===== config.mk =====
export PLATFORM = sky130hd
export DESIGN_NAME = dial_move_parser
export DESIGN_NICKNAME = d
export VERILOG_FILES = /design/src/rtl/dial_pkg.sv /design/src/rtl/dec_accum.sv /design/src/rtl/dial_move_parser.sv
export SDC_FILE = /design/constraint.sdc
export NUM_CORES = 1
export LEC_CHECK = 0
export ABC_AREA = 1
export CAP_MARGIN = 10
export CORE_AREA = 2 2 87 89
export CTS_CLUSTER_SIZE = 20
export DETAILED_ROUTE_END_ITERATION = 8
export DIE_AREA = 0 0 89 91
export PLACE_DENSITY_LB_ADDON = 0.2
export SYNTH_ARGS = -nofsm -noshare
export SYNTH_HDL_FRONTEND = slang
export SYNTH_SLANG_ARGS = --single-unit
export TNS_END_PERCENT = 50

===== constraint.sdc =====
create_clock -name clk -period 7 [get_ports clk]
set_input_delay 1.4 -clock clk [delete_from_list [all_inputs] [get_ports clk]]
set_output_delay 1.4 -clock clk [all_outputs]
set_load 0.05 [all_outputs]

===== src/rtl/dial_pkg.sv =====
// Shared constants and types for the dial-rotation front end.
package dial_pkg;

  localparam int unsigned DIST_W_DEF = 16;
  localparam int unsigned CNT_W_DEF  = 16;

  localparam logic [7:0] CH_L  = 8'h4C;
  localparam logic [7:0] CH_R  = 8'h52;
  localparam logic [7:0] CH_NL = 8'h0A;
  localparam logic [7:0] CH_CR = 8'h0D;
  localparam logic [7:0] CH_0  = 8'h30;
  localparam logic [7:0] CH_9  = 8'h39;

  localparam logic DIR_LEFT  = 1'b0;
  localparam logic DIR_RIGHT = 1'b1;

  typedef enum logic [2:0] {
    ST_IDLE,
    ST_DIGITS,
    ST_SKIP,
    ST_ISSUE,
    ST_HOLD,
    ST_DONE
  } parse_state_e;

  function automatic logic is_digit(input logic [7:0] ch);
    return (ch >= CH_0) && (ch <= CH_9);
  endfunction

endpackage


===== src/rtl/dec_accum.sv =====
// Saturating decimal accumulator: acc = acc*10 + digit, clamped to all-ones.
module dec_accum #(
  parameter int unsigned DIST_W = 16
) (
  input  logic              clk,
  input  logic              rst_n,
  input  logic              clear,
  input  logic              en,
  input  logic [3:0]        digit,
  output logic [DIST_W-1:0] acc,
  output logic [DIST_W-1:0] acc_next_c,
  output logic              has_digit,
  output logic              ovf_c
);

  localparam int unsigned WIDE_W = DIST_W + 4;
  localparam logic [WIDE_W-1:0] ACC_MAX = WIDE_W'({DIST_W{1'b1}});

  logic [WIDE_W-1:0] wide_c;

  // ovf_c flags that accepting the presented digit would saturate.
  always_comb begin
    wide_c     = (WIDE_W'(acc) << 3) + (WIDE_W'(acc) << 1) + WIDE_W'(digit);
    ovf_c      = (wide_c > ACC_MAX);
    acc_next_c = ovf_c ? {DIST_W{1'b1}} : wide_c[DIST_W-1:0];
  end

  always_ff @(posedge clk or negedge rst_n) begin
    if (!rst_n) begin
      acc       <= '0;
      has_digit <= 1'b0;
    end else if (clear) begin
      acc       <= '0;
      has_digit <= 1'b0;
    end else if (en) begin
      acc       <= acc_next_c;
      has_digit <= 1'b1;
    end
  end

endmodule


===== src/rtl/dial_move_parser.sv =====
// Parses "L68\n"-style ASCII lines into valid/ready move requests for the dial sequencer.
module dial_move_parser
  import dial_pkg::*;
#(
  parameter int unsigned DIST_W = DIST_W_DEF,
  parameter int unsigned CNT_W  = CNT_W_DEF
) (
  input  logic              clk,
  input  logic              rst_n,
  input  logic              in_valid,
  input  logic [7:0]        in_data,
  input  logic              in_last,
  output logic              in_ready,
  output logic              move_valid,
  output logic              move_direction,
  output logic [DIST_W-1:0] move_distance,
  input  logic              move_ready,
  output logic [CNT_W-1:0]  moves_issued,
  output logic              err_syntax,
  output logic              err_overflow,
  output logic              done
);

  parse_state_e      state, state_d;
  logic              pend_last, pend_last_d;
  logic              in_ready_d, move_valid_d, dir_d, done_d;
  logic              err_syn_d, err_ovf_d;
  logic [DIST_W-1:0] dist_d;
  logic [CNT_W-1:0]  cnt_d;

  logic              acc_clear_c, acc_en_c, xfer_c;
  logic [DIST_W-1:0] acc, acc_next_c;
  logic              has_digit, ovf_c;

  dec_accum #(.DIST_W(DIST_W)) u_accum (
    .clk        (clk),
    .rst_n      (rst_n),
    .clear      (acc_clear_c),
    .en         (acc_en_c),
    .digit      (in_data[3:0]),
    .acc        (acc),
    .acc_next_c (acc_next_c),
    .has_digit  (has_digit),
    .ovf_c      (ovf_c)
  );

  assign xfer_c = in_valid && in_ready;

  // Next-state and next-output logic; an in_last byte ends the stream after any move it completes.
  always_comb begin
    state_d     = state;
    pend_last_d = pend_last | (xfer_c & in_last);
    dir_d       = move_direction;
    dist_d      = move_distance;
    cnt_d       = moves_issued;
    err_syn_d   = err_syntax;
    err_ovf_d   = err_overflow;
    acc_clear_c = 1'b0;
    acc_en_c    = 1'b0;

    unique case (state)
      ST_IDLE: begin
        if (xfer_c) begin
          if (in_data == CH_L || in_data == CH_R) begin
            dir_d       = (in_data == CH_R) ? DIR_RIGHT : DIR_LEFT;
            acc_clear_c = 1'b1;
            if (in_last) begin
              err_syn_d = 1'b1;
              state_d   = ST_DONE;
            end else begin
              state_d = ST_DIGITS;
            end
          end else if (in_data == CH_NL || in_data == CH_CR) begin
            if (in_last) state_d = ST_DONE;
          end else begin
            err_syn_d = 1'b1;
            state_d   = in_last ? ST_DONE : ST_SKIP;
          end
        end
      end
      ST_DIGITS: begin
        if (xfer_c) begin
          if (is_digit(in_data)) begin
            acc_en_c = 1'b1;
            if (ovf_c) err_ovf_d = 1'b1;
            if (in_last) begin
              dist_d  = acc_next_c;
              state_d = ST_ISSUE;
            end
          end else if (in_data == CH_NL || (in_data == CH_CR && in_last)) begin
            if (has_digit) begin
              dist_d  = acc;
              state_d = ST_ISSUE;
            end else begin
              err_syn_d = 1'b1;
              state_d   = in_last ? ST_DONE : ST_IDLE;
            end
          end else if (in_data != CH_CR) begin
            err_syn_d = 1'b1;
            state_d   = in_last ? ST_DONE : ST_SKIP;
          end
        end
      end
      ST_SKIP: begin
        if (xfer_c) begin
          if (in_last)               state_d = ST_DONE;
          else if (in_data == CH_NL) state_d = ST_IDLE;
        end
      end
      ST_ISSUE: begin
        if (move_valid && move_ready) begin
          cnt_d   = moves_issued + CNT_W'(1);
          state_d = ST_HOLD;
        end
      end
      ST_HOLD: state_d = pend_last ? ST_DONE : ST_IDLE;
      ST_DONE: state_d = ST_DONE;
      default: state_d = ST_IDLE;
    endcase

    in_ready_d   = (state_d == ST_IDLE) || (state_d == ST_DIGITS) || (state_d == ST_SKIP);
    move_valid_d = (state_d == ST_ISSUE);
    done_d       = (state_d == ST_DONE);
  end

  always_ff @(posedge clk or negedge rst_n) begin
    if (!rst_n) begin
      state          <= ST_IDLE;
      pend_last      <= 1'b0;
      in_ready       <= 1'b1;
      move_valid     <= 1'b0;
      move_direction <= DIR_LEFT;
      move_distance  <= '0;
      moves_issued   <= '0;
      err_syntax     <= 1'b0;
      err_overflow   <= 1'b0;
      done           <= 1'b0;
    end else begin
      state          <= state_d;
      pend_last      <= pend_last_d;
      in_ready       <= in_ready_d;
      move_valid     <= move_valid_d;
      move_direction <= dir_d;
      move_distance  <= dist_d;
      moves_issued   <= cnt_d;
      err_syntax     <= err_syn_d;
      err_overflow   <= err_ovf_d;
      done           <= done_d;
    end
  end

endmodule


==> impl_results.md <==
* # DRC at 0
* Drt total wl at 9.50 mm
* Crit path launch type: input port
* Syn Inst Count at 567
* CTS Root Cell: clkbuf_8
* Tcrit/Tclk final at 61.8%
* Synth area leaders: dfrtp_1, nand2_1, ha_1
* Placement Rows at 31
* Sequential area share after synthesis at 35.1%
* Syn avg cell area at 7.43 um2
* I/O pin cnt at 51
* # clock sinks at 59
* Clk slew on worst S/H paths at 0.07 ns
* Largest net degree at the start of global routing at 60
* Chip height at 91 um
* First DRT Iteration DRCs at 275
* Critical Path Slowest Stage Cell: fa_1
* Worst-Margin Slew at 0.857 ns
* Setup TNS at 0 ns
* CP peak stage delay at 0.57 ns
* Initial antenna violation count at 0
* Finished Layout Cells at 722
* Synth top area share at 34.4%
* CP most frequent cell: nand2_1
* Routability Congestion at 0.916
* Fin. max-slew vios at 0
* Gr ovfl total at 0
* CP Class: in -> reg
* Final #Nets at 665
* CP cell instances: clkdlybuf4s50_1 -> fa_1 -> fa_1 -> nand2_1 -> nand3_2 -> nand3_1 -> nand2_1 -> nand2_1 -> nand2_1 -> nand2_1 -> nand3_1 -> nor2_4 -> nand2_1 -> nand2_1 -> o21ai_1
* Die Area at 8100 um2
* CTS tree: done
* RSZ-0062 raised after global routing: no
* N_diodes at 0
* Fmax achieved at 231 MHz
* Post-Syn Nets at 614
* Die Wd at 89 um
* Register bit count reported by yosys at 59
* Cell Area, Synth at 4210 um2
* Clk buf depth at 2
* Dpl hpwl at 6.96 mm
* Setup violators final at 0
* Vias in the first global route at 3601
* CTS Hold Bufs at 0
* Gr usage total at 25.3%
* Core area at 7140 um2
* Port Buffers at 50
* Req. time, crit path at 7.21 ns
* Fin crit period at 4.33 ns
* Clock latency on the worst-skew pair at 0.34 ns
* Path type of the worst min-delay path: reg -> reg
* Via count at 3818
* H-tree Lvls at 3
* Initial cell density of the core at 59.0%
* Synth warn at 0
* Number of max-cap violations at 0
* Post-CTS setup buffer count at 0
* Setup crit end kind: flip-flop
* Via/cell ratio at 5.29
* Skew final at 0.0120 ns
* Area Overhead vs Synth at 18.3%
* Pre-antenna DRT Iters at 5
* First-pass GRT wire length at 16.2 mm
* CTS Buf Count at 9
* Post-CTS Resized at 0
* Final hold violation count at 0
* Status: complete, no violations
* Max_slew headroom at 42.8%
* Largest area contributor in the netlist: dfrtp_1
* Routed Antenna Nets at 0
* Arrival time worst endpoint at 4.53 ns
* Layout Utilization at 69.9%
* Crit path max fanout at 33
* Library cells used by synthesis at 39
* DP Cell Count at 706
* Layout cells sized above 1 at 7.22%
* Routed length per instance at 13.2 um
-- final cells by class --
| class | count | area (um2) |
|---|---|---|
| Timing Repair Buffer | 51 | 503 |
| Clock buffer | 12 | 145 |
| Fill cell | 593 | 2150 |
| Sequential cell | 59 | 1480 |
| Clock inverter | 4 | 73.8 |
| Tap cell | 99 | 124 |
| Inverter | 80 | 300 |
| Multi-Input combinational cell | 417 | 2360 |
-- worst max-delay path, delay by kind of cell --
| family | cells | cell delay, ns |
|---|---|---|
| AO/OA/AOI/OAI | 1 | 0.06 |
| adder cells (fa/ha/maj) | 2 | 1.05 |
| buffers and inverters | 1 | 0.52 |
| AND/OR/NAND/NOR | 11 | 1.50 |
-- path summary, 6_finish.rpt --
kind,startpoint,to,slack (ns),cells past startpoint
worst max register to register,u_accum.acc[2],u_accum.acc[2],3.89,14
worst min-delay path,moves_issued[15],moves_issued[15],0.48,1
worst max-delay path,in_data[3],u_accum.acc[2],2.67,15
min in group asynchronous,rst_n,err_syntax,1.19,2
worst min register to register,moves_issued[15],moves_issued[15],0.48,1
max in group asynchronous,rst_n,u_accum.acc[8],5.29,2
-- synthesized netlist by cell type (all sizes together) --
master / n
nand3: 44
buf: 9
inv: 79
and2: 1
xor2: 14
o21bai: 3
a21oi: 33
a21boi: 1
nand2: 190
nor2: 37
xnor2: 12
nand4: 4
o21ai: 27
o21a: 1
ha: 32
nor3: 9
dfrtp: 58
o31ai: 1
fa: 2
or2: 1
dfstp: 1
clkbuf: 2
mux2: 1
and3: 1
clkinv: 1
o211ai: 3
-- registers in the layout, summed over array words and instances, names as in the netlist --
| register | cells |
|---|---|
| done | 1 |
| err_overflow | 1 |
| err_syntax | 1 |
| in_ready | 1 |
| move_direction | 1 |
| move_distance | 16 |
| move_valid | 1 |
| moves_issued | 16 |
| pend_last | 1 |
| state | 3 |
| u_accum.acc | 16 |
| u_accum.has_digit | 1 |
-- through the flow --
stage | setup slack [ns] | hold slack (ns) | area (um2)
6_report | 2.67 | 0.478 | 4990
5_1_grt | 2.40 | 0.500 | 4990
4_1_cts | 2.68 | 0.476 | 4990
3_5_place_dp | 2.32 | 0.465 | 4770
3_3_place_gp | 2.42 | 0.462 | 4770
2_1_floorplan | 3.45 | 0.441 | 4210
-- metal layers --
metal,vias to the layer above,wire length [um],track usage (%)
met5,-,0,0
met1,1802,4440,36.7
met4,0,95,5.72
met3,11,577,6.00
met2,108,4380,38.6
li1,1897,-,-
-- cells in the final DEF, fill, tap and decap left out, drive strengths merged, types with 12 or more instances in the layout --
master	count
nand3	44
a21oi	33
clkdlybuf4s50	49
xor2	14
ha	32
dfrtp	58
xnor2	12
inv	79
nand2	190
clkbuf	12
o21ai	27
nor2	37
-- logic make-up after synthesis --
group	count (synthesis)	synth area share (%)
simple gates	287	30.9
buf+inv	91	8.85
compound gates	69	9.06
flops	59	35.1
fa+ha+maj	34	10.5
xor+xnor	26	5.40
mux	1	0.267
Power is left out: the tool's default activity adds up to more than one toggle a clock period on the data nets, which glitch-free logic cannot reach.
